### config.mk
export PLATFORM = sky130hd
export DESIGN_NAME = instr_seq_fsm
export DESIGN_NICKNAME = d
export VERILOG_FILES = /design/src/rtl/instr_seq_fsm.sv
export SDC_FILE = /design/constraint.sdc
export NUM_CORES = 1
export LEC_CHECK = 0
export CAP_MARGIN = 10
export CELL_PAD_IN_SITES_DETAIL_PLACEMENT = 0
export CELL_PAD_IN_SITES_GLOBAL_PLACEMENT = 2
export CORE_MARGIN = 8
export CORE_UTILIZATION = 24
export CTS_CLUSTER_DIAMETER = 100
export CTS_CLUSTER_SIZE = 8
export DETAILED_ROUTE_END_ITERATION = 12
export PLACE_DENSITY_LB_ADDON = 0.08
export SYNTH_ARGS = -nofsm -noshare
export SYNTH_HDL_FRONTEND = slang
export SYNTH_SLANG_ARGS = --single-unit
### constraint.sdc
create_clock -name clk -period 1.7 [get_ports clk]
set_clock_uncertainty 0.15 [all_clocks]
set_input_delay 0.17 -clock clk [delete_from_list [all_inputs] [get_ports clk]]
set_output_delay 0.17 -clock clk [all_outputs]
set_load 0.03 [all_outputs]
### src/rtl/instr_seq_fsm.sv
// Instruction sequencer: walks one opcode through decode, execute,
// write-back and PC increment, with Moore control strobes.
module instr_seq_fsm #(
  parameter int unsigned EXEC_CYCLES = 2,
  parameter int unsigned OPW         = 3
) (
  input  logic           clk,
  input  logic           reset,
  input  logic           start,
  input  logic [OPW-1:0] opcode,
  output logic           busy,
  output logic           imm_sel,
  output logic           reg_src_en,
  output logic           alu_en,
  output logic           alu_op,
  output logic           reg_dest_en,
  output logic           pc_inc,
  output logic           done,
  output logic           illegal
);

  localparam int unsigned CW = 4;
  localparam logic [CW-1:0] CNT_LOAD = CW'(EXEC_CYCLES - 1);

  typedef enum logic [2:0] {
    IDLE   = 3'd0,
    DECODE = 3'd1,
    EXEC   = 3'd2,
    WB     = 3'd3,
    PCINC  = 3'd4,
    DONE   = 3'd5
  } state_e;

  state_e         state_q, state_d;
  logic [OPW-1:0] op_q, op_d;
  logic [CW-1:0]  cnt_q, cnt_d;

  logic [31:0] op_ext;
  logic        is_movi;
  logic        is_mov;
  logic        is_alu;
  logic        is_nop;
  logic        is_ill;

  assign op_ext  = 32'(op_q);
  assign is_movi = (op_ext == 32'd0);
  assign is_mov  = (op_ext == 32'd1);
  assign is_alu  = (op_ext == 32'd2) || (op_ext == 32'd3);
  assign is_nop  = (op_ext == 32'd4);
  assign is_ill  = (op_ext >= 32'd5);

  always_ff @(posedge clk) begin
    if (!reset) begin
      state_q <= IDLE;
      op_q    <= '0;
      cnt_q   <= '0;
    end else begin
      state_q <= state_d;
      op_q    <= op_d;
      cnt_q   <= cnt_d;
    end
  end

  always_comb begin
    state_d = state_q;
    op_d    = op_q;
    cnt_d   = cnt_q;
    unique case (state_q)
      IDLE: begin
        if (start) begin
          state_d = DECODE;
          op_d    = opcode;
        end
      end
      DECODE: begin
        unique case (1'b1)
          is_ill:  state_d = DONE;
          is_nop:  state_d = PCINC;
          default: begin
            state_d = EXEC;
            cnt_d   = CNT_LOAD;
          end
        endcase
      end
      EXEC: begin
        if (cnt_q == '0) begin
          state_d = WB;
        end else begin
          cnt_d = cnt_q - 1'b1;
        end
      end
      WB:      state_d = PCINC;
      PCINC:   state_d = DONE;
      DONE:    state_d = IDLE;
      default: state_d = IDLE;
    endcase
  end

  // Datapath strobes are live through EXEC and WB; the write only in WB.
  logic in_xw;
  assign in_xw = (state_q == EXEC) || (state_q == WB);

  always_comb begin
    busy        = 1'b0;
    imm_sel     = 1'b0;
    reg_src_en  = 1'b0;
    alu_en      = 1'b0;
    alu_op      = 1'b0;
    reg_dest_en = 1'b0;
    pc_inc      = 1'b0;
    done        = 1'b0;
    illegal     = 1'b0;
    busy        = (state_q != IDLE);
    if (in_xw) begin
      imm_sel    = is_movi;
      reg_src_en = is_mov || is_alu;
      alu_en     = is_alu;
      alu_op     = is_alu && op_q[0];
    end
    reg_dest_en = (state_q == WB) && !is_ill && !is_nop;
    pc_inc      = (state_q == PCINC);
    done        = (state_q == DONE);
    illegal     = (state_q == DONE) && is_ill;
  end

endmodule

==> qor.tcl <==
set qor(run_status) {completed}
set qor(clock_insertion_delay_worst_skew_ps) 250
set qor(required_ps) 1380
set qor(avgRoutedWirePerCell_microns) 11.9
set qor(period_minus_slack_ps) 1630
set qor(grt_util_met2_pct) 9.57
set qor(timing.final.hold_violations) 0
set qor(met3_usage_pct) 2.58
set qor(most-common-layout-cells) {buf_4, dfxtp_1, inv_1, clkdlybuf4s50_1}
set qor(design.die.area_sq_mm) 0.00421
set qor(synth-seq-cells) 10
set qor(grt_start_max_net_pins) 9
set qor(rsz_0062_raised_after_global_routing) {yes}
set qor(antenna_found_initial) 0
set qor(fmax_ghz) 0.612
set qor(cts_tree) {yes}
set qor(route.final.wire_length_microns) 1400
set qor(gate_count_after_technology_mapping) 66
set qor(hpwlAfterDp_microns) 1130
set qor(synthesis.nets) 74
set qor(detailed_route_drc_error_count) 0
set qor(io-pin-count) 15
set qor(cts_max_level) 1
set qor(synth_cell_type_count) 28
set qor(cts.root.buffer_cell) {clkbuf_4}
set qor(antenna_violating_nets_post_route) 0
set qor(cts_hold_repair.buffers) 0
set qor(critPathLaunchType) {register}
set qor(timing.hold.worst.class) {register to register}
set qor(finalNonFillerCells) 118
set qor(cts-buffers-inserted) 3
set qor(netlist_area_sq_um) 574
set qor(routing_layer_with_the_top_usage_in_global_route) {met2}
set qor(yosysWarnings) 0
set qor(floorplan_row_count) 17
set qor(cts_sinks) 10
set qor(synth_area_per_cell_sq_um) 8.70
set qor(via_per_inst) 4.72
set qor(layout.cells.most_common) {buf_4}
set qor(ctsLongestPathBuffers) 2
set qor(cell_pwr_density_mw_per_mm2) 882
set qor(gp_routability_congestion) 0.728
set qor(finalSetupViolations) 0
set qor(die_height_microns) 64.9
set qor(critPathCaptureType) {output port}
set qor(drv_cap) 0
set qor(worstPathMaxFanout) 6
set qor(drt_iter0_markers) 6
set qor(timing_worst_setup_path_type) {register to output port}
set qor(grt_remaining_overflow) 0
set qor(drt_pre_antenna_iters) 3
set qor(start_util_pct) 25.7
set qor(static-leakage-power_nw) 0.356
set qor(core_sq_mm) 0.00223
set qor(min_period_over_period_pct) 96.1
set qor(worstMarginPinSlew_ps) 363
set qor(grt_usage_pct) 6.90
set qor(worst_path_max_delay_cell) {dfxtp_4}
set qor(place_inst) 115
set qor(chip_width_microns) 64.9
set qor(design.final.nets) 100
set qor(wire_length_of_the_first_global_routing_pass_microns) 2360
set qor(number_of_global_route_vias_before_repair) 535
set qor(worstPathArrival_ps) 1310
set qor(crit_path_cell_trace) {buf_6, nor3b_4, nor3b_2, buf_4}
set qor(placement.io_buffers) 14
set qor(antenna_cells) 0
set qor(layout_cell_share_with_drive_strength_beyond_1_pct) 37.8
set qor(total_power_mw) 0.787
set qor(cp_slowest_stage_delay_ps) 360
set qor(synth_sequential_area_ratio_pct) 34.9
set qor(dr_total_vias) 557
set qor(number_of_slew_limit_violations_in_the_final_report) 0
set qor(synthToLayoutAreaGrowth_pct) 55.3
set qor(gr_util_met1_pct) 9.09
set qor(relative_slew_slack_pct) 75.7
set qor(cts.reportedPaths.clkPinSlew_ps) 60
set qor(vdd_drop_max_v) 0.000414
layout make-up:
class / count / area (sq um)
multi-input combinational: 47 / 395
inverter: 5 / 18.8
timing repair buffer: 25 / 213
sequential: 10 / 208
clock buffer: 3 / 22.5
fill: 241 / 1340
tap: 28 / 35.0
critical path, delay by kind of cell, from the launching register on:
family                 cells  cell delay [ps]
AND/OR/NAND/NOR            2              420
buffers and inverters      2              280
flip-flops                 1              360
power by group:
group | internal [mW] | total, mW | switching [mW]
Combinational | 0.168 | 0.341 | 0.172
Clock | 0.0812 | 0.152 | 0.0705
Sequential | 0.265 | 0.294 | 0.0298
metal layers:
metal  vias to the layer above  share of wire (%)
met2                        10                 42
met1                       248                 52
met5                         -                  0
li1                        297                  -
met3                         2                5.5
met4                         0               0.43
per-stage QoR:
step	cell area [sq um]	setup TNS [ps]	util, %	setup WS, ps	hold WS (ps)
floorplan	591	-143	-	-122	138
global placement	813	0	36.4	43.1	326
detailed placement	813	0	36.4	13.1	334
CTS	847	0	37.9	1.26	352
global route	892	-48.7	39.9	-48.7	404
finish	892	0	39.9	66.4	385
final timing paths:
check | from | endpoint | slack (ps) | cells past startpoint
worst max-delay path | state_q[1]$_SDFFE_PN0P_ | imm_sel | 70 | 4
worst max register to register | state_q[2]$_SDFFE_PN0P_ | cnt_q[3]$_SDFFE_PN0P_ | 70 | 3
worst min-delay path | cnt_q[3]$_SDFFE_PN0P_ | cnt_q[3]$_SDFFE_PN0P_ | 380 | 2
worst min register to register | cnt_q[3]$_SDFFE_PN0P_ | cnt_q[3]$_SDFFE_PN0P_ | 380 | 2
logic make-up (layout without fill, tap and decap cells):
family / Yosys count / after routing / synth area share, %
fa+ha+maj: 2 / 2 / 4.36
compound gates: 15 / 15 / 17.2
simple gates: 27 / 27 / 32.5
flops: 10 / 10 / 34.9
mux: 3 / 3 / 5.23
buf+inv: 9 / 33 / 5.88
synth_stat cells:
library cell | count | area share, %
nor2_1 | 1 | 0.65
ha_1 | 2 | 4.4
nor4_1 | 2 | 2.2
mux2i_1 | 3 | 5.2
and2_1 | 2 | 2.2
nor3b_1 | 5 | 6.5
nand2_1 | 1 | 0.65
and3_1 | 1 | 1.1
nor2b_1 | 3 | 3.3
dfxtp_1 | 10 | 35
or3_1 | 3 | 3.3
o311a_1 | 1 | 1.7
nor4b_1 | 1 | 1.5
o31ai_1 | 1 | 1.3
or4b_1 | 1 | 1.7
o21ai_1 | 3 | 2.6
a21oi_1 | 3 | 2.6
o31a_1 | 1 | 1.5
o21a_1 | 2 | 2.6
nor3_1 | 3 | 2.6
a21boi_1 | 1 | 1.3
nor4b_2 | 1 | 2.6
clkbuf_1 | 4 | 2.6
o21ai_0 | 1 | 0.87
inv_1 | 5 | 3.3
or3b_1 | 1 | 1.5
or4_1 | 2 | 2.6
o211ai_1 | 2 | 2.6
flip-flops by register name, indices dropped and copies added (netlist names):
| register | cells |
|---|---|
| cnt_q | 4 |
| state_q | 3 |
| op_q | 3 |
repair_timing:
action	4_1_cts	5_1_grt
resized for setup	4	12
pin swaps	1	2
setup endpoints to repair	7	8
gates cloned	0	0
setup buffers	0	1
No activity file was read; power rests on OpenSTA's default activity.
